[config.mk]
export PLATFORM = sky130hd
export DESIGN_NAME = hazard_scoreboard_flat
export DESIGN_NICKNAME = d
export VERILOG_FILES = /design/src/rtl/hazard_scoreboard_if.sv /design/src/rtl/hazard_scoreboard.sv /design/src/flat_wrapper.sv
export SDC_FILE = /design/constraint.sdc
export NUM_CORES = 1
export LEC_CHECK = 0
export ABC_AREA = 1
export BUFFER_PORTS_ARGS = -buffer_cell sky130_fd_sc_hd__buf_2
export CELL_PAD_IN_SITES_DETAIL_PLACEMENT = 1
export CELL_PAD_IN_SITES_GLOBAL_PLACEMENT = 1
export CORE_MARGIN = 10
export CORE_UTILIZATION = 38
export CTS_CLUSTER_SIZE = 12
export DETAILED_ROUTE_END_ITERATION = 8
export PLACE_DENSITY = 0.81
export SYNTH_ARGS = -nofsm -noshare
export SYNTH_HDL_FRONTEND = slang
export SYNTH_SLANG_ARGS = --single-unit
[constraint.sdc]
create_clock -name clk -period 2 [get_ports clk]
set_input_delay 0.2 -clock clk [delete_from_list [all_inputs] [get_ports clk]]
set_output_delay 0.2 -clock clk [all_outputs]
set_load 0.03 [all_outputs]
[src/rtl/hazard_scoreboard_if.sv]
// Decode-to-scoreboard bundle: instruction in decode, flush, and the stall/issue/status outputs.
// The master side is the decode stage; the slave side is hazard_scoreboard.
interface hazard_scoreboard_if #(
    parameter int DEPTH = 3,
    parameter int CNT_W = 16
);
    logic [15:0]      id_inst;
    logic             id_valid;
    logic             flush;
    logic             stall;
    logic             issue;
    logic [DEPTH-1:0] inflight;
    logic [CNT_W-1:0] stall_cnt;

    modport master (
        output id_inst, id_valid, flush,
        input  stall, issue, inflight, stall_cnt
    );

    modport slave (
        input  id_inst, id_valid, flush,
        output stall, issue, inflight, stall_cnt
    );
endinterface

[src/rtl/hazard_scoreboard.sv]
// RAW hazard scoreboard for a DEPTH-stage in-order pipeline; HAZARD_SCOREBOARD_FWD_EN limits stalls to load-use.
// stall/issue are combinational from decode and tracked entries; entries and stall_cnt update every edge.
module hazard_scoreboard #(
    parameter int DEPTH = 3,
    parameter int REG_W = 3,
    parameter int CNT_W = 16
) (
    input  logic                clk,
    input  logic                rst,
    hazard_scoreboard_if.slave  sb
);
    typedef struct packed {
        logic             vld;
        logic             dvld;
        logic [REG_W-1:0] dest;
        logic             load;
    } entry_t;

    entry_t           r_ent [DEPTH];
    logic [CNT_W-1:0] r_stall_cnt;

    logic [4:0]       w_op;
    logic             w_s1_vld;
    logic             w_s2_vld;
    logic             w_d_vld;
    logic             w_is_load;
    logic [REG_W-1:0] w_src1;
    logic [REG_W-1:0] w_src2;
    logic [REG_W-1:0] w_dest;
    logic [DEPTH-1:0] w_match;
    logic             w_hazard;
    logic             w_live;
    entry_t           w_new;

    assign w_op   = sb.id_inst[15:11];
    assign w_src1 = REG_W'(sb.id_inst[10:8]);
    assign w_src2 = REG_W'(sb.id_inst[7:5]);

    always_comb begin
        w_s1_vld  = 1'b0;
        w_s2_vld  = 1'b0;
        w_d_vld   = 1'b0;
        w_is_load = 1'b0;
        w_dest    = '0;
        casez (w_op)
            5'b1101?, 5'b111??, 5'b11001: begin
                w_s1_vld = 1'b1;
                w_s2_vld = 1'b1;
                w_d_vld  = 1'b1;
                w_dest   = REG_W'(sb.id_inst[4:2]);
            end
            5'b010??, 5'b101??: begin
                w_s1_vld = 1'b1;
                w_d_vld  = 1'b1;
                w_dest   = REG_W'(sb.id_inst[7:5]);
            end
            5'b10001: begin
                w_s1_vld  = 1'b1;
                w_d_vld   = 1'b1;
                w_is_load = 1'b1;
                w_dest    = REG_W'(sb.id_inst[7:5]);
            end
            5'b10011, 5'b10010: begin
                w_s1_vld = 1'b1;
                w_d_vld  = 1'b1;
                w_dest   = REG_W'(sb.id_inst[10:8]);
            end
            5'b11000: begin
                w_d_vld = 1'b1;
                w_dest  = REG_W'(sb.id_inst[10:8]);
            end
            5'b10000, 5'b00101, 5'b011??: begin
                w_s1_vld = 1'b1;
            end
            // Link-register ops: 00111 both reads a source and writes r7.
            5'b00111: begin
                w_s1_vld = 1'b1;
                w_d_vld  = 1'b1;
                w_dest   = '1;
            end
            5'b00110: begin
                w_d_vld = 1'b1;
                w_dest  = '1;
            end
            default: begin
                w_s1_vld = 1'b0;
            end
        endcase
    end

    always_comb begin
        w_match = '0;
        for (int k = 0; k < DEPTH; k++) begin
            w_match[k] = r_ent[k].vld & r_ent[k].dvld &
                         ((w_s1_vld & (r_ent[k].dest == w_src1)) |
                          (w_s2_vld & (r_ent[k].dest == w_src2)));
        end
    end

`ifdef HAZARD_SCOREBOARD_FWD_EN
    // Everything but a load still in its first stage can be bypassed.
    assign w_hazard = w_match[0] & r_ent[0].load;
`else
    assign w_hazard = |w_match;
`endif

    assign w_live    = sb.id_valid & ~sb.flush & ~rst;
    assign sb.stall  = w_live & w_hazard;
    assign sb.issue  = w_live & ~w_hazard;

    assign w_new = '{vld: 1'b1, dvld: w_d_vld, dest: w_dest, load: w_is_load};

    always_ff @(posedge clk) begin
        if (rst || sb.flush) begin
            for (int k = 0; k < DEPTH; k++) begin
                r_ent[k] <= '0;
            end
        end else begin
            for (int k = DEPTH - 1; k > 0; k--) begin
                r_ent[k] <= r_ent[k-1];
            end
            r_ent[0] <= sb.issue ? w_new : '0;
        end
    end

    always_ff @(posedge clk) begin
        if (rst) begin
            r_stall_cnt <= '0;
        end else if (sb.stall && (r_stall_cnt != '1)) begin
            r_stall_cnt <= r_stall_cnt + CNT_W'(1);
        end
    end

    always_comb begin
        sb.inflight = '0;
        for (int k = 0; k < DEPTH; k++) begin
            sb.inflight[k] = r_ent[k].vld;
        end
    end

    assign sb.stall_cnt = r_stall_cnt;
endmodule

[src/flat_wrapper.sv]
// flat-port wrapper written by rule: the top's interface ports become plain ports
module hazard_scoreboard_flat 
#(
    parameter int DEPTH = 3,
    parameter int REG_W = 3,
    parameter int CNT_W = 16
)
  (clk, rst, sb_id_inst, sb_id_valid, sb_flush, sb_stall, sb_issue, sb_inflight, sb_stall_cnt);
  hazard_scoreboard_if #(.DEPTH(DEPTH), .CNT_W(CNT_W)) sb_i ();
  input  logic clk;
  input  logic rst;
  input wire logic [$bits(sb_i.id_inst)-1:0] sb_id_inst;
  input wire logic [$bits(sb_i.id_valid)-1:0] sb_id_valid;
  input wire logic [$bits(sb_i.flush)-1:0] sb_flush;
  output wire logic [$bits(sb_i.stall)-1:0] sb_stall;
  output wire logic [$bits(sb_i.issue)-1:0] sb_issue;
  output wire logic [$bits(sb_i.inflight)-1:0] sb_inflight;
  output wire logic [$bits(sb_i.stall_cnt)-1:0] sb_stall_cnt;
  assign sb_i.id_inst = sb_id_inst;
  assign sb_i.id_valid = sb_id_valid;
  assign sb_i.flush = sb_flush;
  assign sb_stall = sb_i.stall;
  assign sb_issue = sb_i.issue;
  assign sb_inflight = sb_i.inflight;
  assign sb_stall_cnt = sb_i.stall_cnt;
  hazard_scoreboard #(.DEPTH(DEPTH), .REG_W(REG_W), .CNT_W(CNT_W)) u_core (.clk(clk), .rst(rst), .sb(sb_i));
endmodule
# --- Word-level counts from Yosys, hierarchy flattened ---
# Memories as Yosys holds them, arrays and structs flattened.
# Index checks and enable logic that the tools add are counted.
word_totals:
  register_bits: 16
  ram_bits: 18
  inputBits: 20
  memories: 1
mem_list:
  columns: ["name", "depth", "word_bits", "read_ports", "rd_clocked_by_memory_dff", "write_ports", "line", "rtl"]
  rows:
  - ["u_core.r_ent", 3, 6, 3, 0, 3, "hazard_scoreboard.sv:19", "entry_t r_ent [DEPTH];"]
op_classes:
  n_addsub: 1
  eq_ne: 21
  n_mux: 12
  bitwise_logic: 25
  reduce_logical: 9
ops:
  columns: ["operator", "count"]
  rows:
  - ["$eq 5x5->1 const B", 6]
  - ["$mux 6", 4]
  - ["$eq 3x3->1", 6]
  - ["$add 16x1->16 const B", 1]
  - ["$and 1x1->1", 16]
  - ["$ne 16x16->1 const B", 1]
  - ["$eq 5x3->1 const B", 3]
  - ["$pmux 3 s4", 1]
  - ["$reduce_or 12->1", 1]
  - ["$reduce_or 3->1", 4]
  - ["$reduce_or 11->1", 1]
  - ["$mux 1", 7]
  - ["$eq 3x2->1 const B", 2]
  - ["$eq 3x3->1 const B", 2]
  - ["$or 1x1->1", 6]
  - ["$eq 4x4->1 const B", 1]
  - ["$not 1->1", 3]
  - ["$reduce_or 2->1", 1]
  - ["$logic_and 1x1->1", 1]
  - ["$logic_or 1x1->1", 1]

# --- Depth between registers and ports, before layout ---
# Gate-level depths: netlist of run 1.
logic_depth:
  depth_word: 11
  depth_mapped: 13

# --- Worst setup path after synthesis of run 1 ---
# Ideal clock, no wire load.
synth_path:
  path_kind: "register to register"
  start: "register u_core.r_stall_cnt[1] (netlist: u_core.sb.stall_cnt[1])"
  end: "register u_core.r_stall_cnt[10] (netlist: u_core.sb.stall_cnt[10])"
  setup_time_ps: 110
  t_arrival_ps: 1754
  required_time_ps: 1890
  setup_slack_ps: 136
  path_stages_with_launch: 11
  n_path_buf: 1
  synth_period_minus_slack_ps: 1864
  cell_sequence: "dfxtp_1 > ha_1 > nand3_2 > nor2_1 > nand4_1 > buf_2 > and2_1 > nand3_1 > nand2_1 > inv_1 > nor2_1"
synth_between:
  elab_chain_cells: 2
synth_rtl:
  columns: ["element", "line", "rtl"]
  rows:
  - ["from (decl)", "hazard_scoreboard.sv:20", "logic [CNT_W-1:0] r_stall_cnt;"]
  - ["from (signal assigned)", "hazard_scoreboard.sv:130", "r_stall_cnt <= r_stall_cnt + CNT_W'(1);"]
  - ["parallel branches: the longest is 2 deep, another holds $add 16x1->16", null, null]
# Several ways; the timed one is not identified.
# A chain may end at the register's enable or synchronous reset.

==> flow_metrics.env, run 1 <==
export IMPL_crit_path_max_incr_delay_ns=0.35
export IMPL_reg2regPathDepth=11
export IMPL_area_delta_synth_final_pct=19.26
export IMPL_holdWs_ns=0.1840
export IMPL_timing_fmax_mhz=532.1
export IMPL_async_flop_share_pct=0
export IMPL_ys_types=31
export IMPL_min_delay_path_class="input port to flop"
export IMPL_drt_antenna_violating_nets=0
export IMPL_num_nets_final=421
export IMPL_final_setup_tns_ns=0
export IMPL_clock_tree_buffer_depth=2
export IMPL_crit_path_top_delay_cell="dfxtp_1"
export IMPL_cell_with_the_most_instances_after_synthesis="nand2_1"
export IMPL_setup_violations=0
export IMPL_setup_worst_path_end_class="output port"
export IMPL_cts_htree_levels=2
export IMPL_synth_cells_most_frequent="nand2_1 (121), nor2_1 (52), inv_1 (48)"
export IMPL_crit_required_ns=1.80
export IMPL_synth_simple_gate_area_share_pct=47.99
export IMPL_worst_slew_margin_rel_pct=62.45
export IMPL_vias=2338
export IMPL_minimum_setup_slack_among_reg_to_reg_paths_ns=0.24
export IMPL_synth_top_area_share_pct=28.85
export IMPL_post_synth_xor_xnor_area_pct=4.887
export IMPL_syn_instance_count=355
export IMPL_synth_seq_area_share_pct=28.85
export IMPL_grt_first_pass_wirelength_um=10920
export IMPL_max_vdd_ir_drop_mv=0.4019
export IMPL_cts_hold_buffers=0
export IMPL_clock_tree_from_tritoncts="done"
export IMPL_ys_warnings_count=0
export IMPL_num_rows=27
export IMPL_powerDensity_nw_per_um2=528.8
export IMPL_grtUsageTotal_pct=14.88
export IMPL_criticalPathCategory="flop to output port"
export IMPL_switching_power_uw=360.6
export IMPL_floorplan_core_area_um2=5507
export IMPL_syn_cell_area_um2=2151
export IMPL_worstMarginPinSlew_ns=0.5621
export IMPL_mean_syn_cell_area_um2=6.059
export IMPL_maximum_number_of_pins_on_one_net_before_global_route_repair=15
export IMPL_period_share_pct=93.96
export IMPL_internal_power_uw=995.8
export IMPL_viasPerCell=4.943
export IMPL_dpl_hpwl_um=5100
export IMPL_clockRootBuffer="clkbuf_8"
export IMPL_worstSetupStartpointType="flop"
export IMPL_cp_arrival_ns=1.68
export IMPL_worstHoldPathCells=3
export IMPL_hold_viol_final=0
export IMPL_drcViolationCount=0
export IMPL_drt_iter0_drc=90
export IMPL_crit_path_most_repeated_cell="nand2_1"
export IMPL_r2r_start="u_core.sb.stall_cnt[0]$_SDFFE_PP0P_"
export IMPL_p_leak_nw=1.280
export IMPL_grt_ovfl_total=0
export IMPL_port_buffer_count=38
export IMPL_i_o_pins=41
export IMPL_fin_worst_skew_ns=0.009150
export IMPL_clockPowerShare_pct=41.0
export IMPL_cts_made_buffers=5
export IMPL_synth_ff_latch_count=31
export IMPL_grt_pass1_vias=2390
export IMPL_largest_family_of_logic_cells_by_synthesized_area="simple AND/OR/NAND/NOR gates"
export IMPL_floorplan_die_width_um=95.24
export IMPL_cap_viol_max_count=0
export IMPL_postSynthNetCount=376
export IMPL_final_max_slew_violation_count=0
export IMPL_netlist_top_cells_area="dfxtp_1 (29%), nand2_1 (21%), nor2_1 (9.1%), inv_1 (8.4%), nand4_1 (5.5%)"
export IMPL_synth_ff_type="dfxtp_1"
export IMPL_worst_skew_pair_late_latency_ns=0.29
export IMPL_hold_start="sb_id_inst[4]"
export IMPL_synthAdderAreaFrac_pct=0.5817
export IMPL_timing_hold_worst_endpoint="u_core.r_ent[0][3]$_SDFF_PP0_"
export IMPL_grt_antenna_before_repair=0
export IMPL_die_h_um=95.24
export IMPL_cp_max_fo=6
export IMPL_compound_cell_area_share_of_the_yosys_netlist_pct=5.876
export IMPL_post_drt_wl_per_cell_um=13.91
export IMPL_routabilityCongestion=0.8487
export IMPL_number_of_iterations_in_the_first_detailed_routing_pass=4
export IMPL_synth_enable_flop_cells=0
export IMPL_crit_chain="nand2_1 > inv_1 > nand2_1 > nor2_1 > nand2_1 > nand3_1 > nand2_1 > nand2_4 > and3_1 > buf_4"
export IMPL_combinationalPowerShare_pct=12.8
export IMPL_unrepaired_setup_endpoints_after_global_routing="yes"
export IMPL_postRouteWirelength_um=6580
export IMPL_clk_transition_reported_paths_ns=0.07
export IMPL_status="complete, no violations"
export IMPL_drive_above_1_share_pct=19.70
export IMPL_die_area_um2=9070
export IMPL_initial_core_util_pct=39.06
export IMPL_cts_sinks=31
export IMPL_seq_pwr_share_pct=46.2
export IMPL_final_min_clock_period_ns=1.879
export IMPL_r2r_end="u_core.sb.stall_cnt[11]$_SDFFE_PP0P_"
export IMPL_synth_mux_area_fraction_pct=0
export IMPL_sw_frac_of_total_pct=26.58
export IMPL_antennaDiodeCount=0
export IMPL_synthDominantAreaCellType="dfxtp_1"
-- layout make-up --
class	instances	area (um2)
clock buffers	8	100.1
well taps	72	90.09
inverters	49	183.9
fillers	786	2942
flip-flops and latches	31	630.6
multi-input cells	265	1290
repair buffers	48	270.3
-- sequential cells by signal, indices dropped and copies added, names as in the netlist --
register             flops
u_core.sb.stall_cnt     16
u_core.r_ent            15
-- worst max-delay path by stage --
stage                                        startpoint                                   end  slack (ns)  cells after the start
finish                    u_core.r_ent[0][4]$_SDFF_PP0_                              sb_stall        0.12                     10
CTS                       u_core.r_ent[0][5]$_SDFF_PP0_                              sb_stall        0.05                     10
floorplan           u_core.sb.stall_cnt[1]$_SDFFE_PP0P_  u_core.sb.stall_cnt[10]$_SDFFE_PP0P_        0.14                     10
global route             u_core.r_ent[0][15]$_SDFF_PP0_                              sb_stall       -0.04                     10
global placement    u_core.sb.stall_cnt[0]$_SDFFE_PP0P_   u_core.sb.stall_cnt[0]$_SDFFE_PP0P_        0.22                      8
detailed placement  u_core.sb.stall_cnt[0]$_SDFFE_PP0P_   u_core.sb.stall_cnt[5]$_SDFFE_PP0P_        0.14                      7
-- cells in the final DEF, fill, tap and decap left out, drive strengths merged --
cell	instances
nand2	128
nor2	54
inv	49
buf	47
dfxtp	31
nand4	20
a21oi	19
nand3	14
clkbuf	9
xnor2	7
xor2	5
and2	4
nor3	4
o21ai	4
nor3b	2
nor2b	1
and3	1
o21bai	1
ha	1
-- cells by family after synthesis --
group / Yosys count
adder cells (fa/ha/maj): 1
buffers and inverters: 59
XOR/XNOR: 12
AO/OA/AOI/OAI: 24
flip-flops: 31
AND/OR/NAND/NOR: 228
-- per-stage QoR --
step	setup slack (ns)	power [mW]	instances	instance area (um2)	utilization (%)
final	0.1208	1.356	473	2565	46.58
after detailed placement	0.1425	0.8110	463	2421	43.97
after global routing	-0.03521	1.433	473	2565	46.58
after global placement	0.2151	0.8047	463	2421	43.97
after CTS	0.04825	1.382	471	2521	45.79
after floorplan	0.1365	0.7439	355	2151	-
-- power by group through the flow --
stage               clock network, mW  registers, mW  logic [mW]
floorplan                           0          0.639       0.105
global placement                    0          0.640       0.165
detailed placement                  0          0.640       0.171
CTS                             0.584          0.626       0.171
global route                    0.610          0.627       0.195
finish                          0.556          0.627       0.173
-- per-layer routing --
layer / track usage, % / vias to the layer above / share of wire (%)
li1: - / 1191 / -
met1: 16.62 / 1109 / 43
met2: 27.27 / 28 / 52
met3: 3.221 / 10 / 3.3
met4: 4.738 / 0 / 1.8
met5: 0 / - / 0
-- timing repair --
item,CTS,global route
buffers inserted,0,2
setup endpoints to repair,0,9
gates resized for setup,0,13
-- critical path: cells and delay by family, from the launching register on --
| kind | cells | cell delay (ns) |
|---|---|---|
| DFF | 1 | 0.35 |
| buffers and inverters | 2 | 0.24 |
| and+or+nand+nor | 8 | 0.80 |
Power figures use the tool's default switching activity.
==> run 2: changes to the inputs <==
Settings changed: MAX_ROUTING_LAYER set to met4.
==> flow_metrics.env, run 2 (synthesis results as in run 1) <==
export IMPL_min_delay_path_class="input port to flop"
export IMPL_unrepaired_setup_endpoints_after_global_routing="yes"
export IMPL_cts_htree_levels=2
export IMPL_viasPerCell=4.943
export IMPL_placedInstanceArea_um2=2421
export IMPL_drive_above_1_share_pct=19.70
export IMPL_place_inst=463
export IMPL_criticalPathCategory="flop to output port"
export IMPL_final_cell_mix="nand2_1 (121), nor2_1 (52), inv_1 (48)"
export IMPL_cts_hold_buffers=0
export IMPL_grt_pass1_vias=2388
export IMPL_crit_path_top_delay_cell="dfxtp_1"
export IMPL_crit_required_ns=1.80
export IMPL_holdWs_ns=0.1843
export IMPL_final_min_clock_period_ns=1.879
export IMPL_p_leak_nw=1.280
export IMPL_power_total_mw=1.357
export IMPL_cp_buffers_inverters=2
export IMPL_grt_first_pass_wirelength_um=10920
export IMPL_max_vdd_ir_drop_mv=0.4019
export IMPL_cp_arrival_ns=1.68
export IMPL_fin_worst_skew_ns=0.009185
export IMPL_timing_fmax_mhz=532.2
export IMPL_status="complete, no violations"
export IMPL_crit_chain="nand2_1 > inv_1 > nand2_1 > nor2_1 > nand2_1 > nand3_1 > nand2_1 > nand2_4 > and3_1 > buf_4"
export IMPL_clock_tree_from_tritoncts="done"
export IMPL_worst_skew_pair_late_latency_ns=0.29
export IMPL_cap_viol_max_count=0
export IMPL_period_share_pct=93.95
export IMPL_dpl_hpwl_um=5100
export IMPL_grt_ovfl_total=0
export IMPL_num_rows=27
export IMPL_powerDensity_nw_per_um2=528.9
export IMPL_clockRootBuffer="clkbuf_8"
export IMPL_finalWorstSetupSlack_ns=0.1210
export IMPL_cp_max_fo=6
export IMPL_floorplan_core_area_um2=5507
export IMPL_worstMarginPinSlew_ns=0.5590
export IMPL_largest_reg_flops=16
export IMPL_grt_antenna_before_repair=0
export IMPL_i_o_pins=41
export IMPL_hold_viol_final=0
export IMPL_floorplan_die_width_um=95.24
export IMPL_post_drt_wl_per_cell_um=13.88
export IMPL_drt_iter0_drc=86
export IMPL_grtUsageTotal_pct=15.34
export IMPL_cts_made_buffers=5
export IMPL_postRouteWirelength_um=6565
export IMPL_routabilityCongestion=0.8621
export IMPL_die_area_um2=9070
export IMPL_area_delta_synth_final_pct=19.26
export IMPL_final_core_utilization_pct=46.58
export IMPL_postLayoutCellArea_um2=2565
export IMPL_setup_worst_path_end_class="output port"
export IMPL_clk_transition_reported_paths_ns=0.07
export IMPL_die_h_um=95.24
export IMPL_port_buffer_count=38
export IMPL_layout_commonest_cell="nand2_1"
export IMPL_maximum_number_of_pins_on_one_net_before_global_route_repair=15
export IMPL_cpLargestDelayFamily="simple AND/OR/NAND/NOR gates"
export IMPL_number_of_iterations_in_the_first_detailed_routing_pass=4
export IMPL_initial_core_util_pct=39.06
export IMPL_final_max_slew_violation_count=0
export IMPL_num_nets_final=421
export IMPL_drt_antenna_violating_nets=0
export IMPL_crit_path_most_repeated_cell="nand2_1"
export IMPL_crit_path_max_incr_delay_ns=0.35
export IMPL_final_cells=473
export IMPL_clock_tree_buffer_depth=2
export IMPL_cts_sinks=31
export IMPL_worst_slew_margin_rel_pct=62.65
export IMPL_detailedPlace_worstSlack_ns=0.1425
export IMPL_worstSetupStartpointType="flop"
export IMPL_antennaDiodeCount=0
export IMPL_drcViolationCount=0
export IMPL_final_setup_tns_ns=0
export IMPL_setup_violations=0
export IMPL_vias=2338
## run 2: cell counts in the layout (fill, tap and decap cells not counted)
Identical to the previous run, type by type.
## run 2: worst min-delay path: stages
cell,delay [ns]
buf_2,0.08
a21oi_1,0.05
a21oi_1,0.11
## run 2: repair_timing
item                                    CTS  global route
buffers inserted                          0             2
gates resized for setup                   0            13
endpoints found under the setup margin    0             9
## run 2: path summary, 6_finish.rpt
kind | from | end | slack [ns] | cells past startpoint
setup / recovery | u_core.r_ent[0][4]$_SDFF_PP0_ | sb_stall | 0.12 | 10
hold / removal | sb_id_inst[4] | u_core.r_ent[0][3]$_SDFF_PP0_ | 0.18 | 3
setup reg to reg | u_core.sb.stall_cnt[0]$_SDFFE_PP0P_ | u_core.sb.stall_cnt[11]$_SDFFE_PP0P_ | 0.24 | 11
hold reg to reg | u_core.r_ent[0][10]$_SDFF_PP0_ | u_core.r_ent[0][16]$_SDFF_PP0_ | 0.45 | 2
## run 2: where the power goes
part / leakage (nW) / internal (mW) / switching (mW)
Clock: 0.0515 / 0.314 / 0.242
Combinational: 0.974 / 0.0589 / 0.114
Sequential: 0.254 / 0.623 / 0.00412
## run 2: final cells by class
type | count | area [um2]
Clock buffer | 8 | 100.1
Fill cell | 786 | 2942
Inverter | 49 | 183.9
Multi-Input combinational cell | 265 | 1290
Sequential cell | 31 | 630.6
Tap cell | 72 | 90.09
Timing Repair Buffer | 48 | 270.3
## run 2: routing by layer
metal	global-route usage, %	routed length (um)	vias to the layer above	part of all wire (%)
met2	27.27	3402	28	52
met3	2.749	175	10	2.7
met5	-	0	-	0
met1	16.94	2871	1109	44
li1	-	-	1191	-
met4	4.738	115	0	1.8
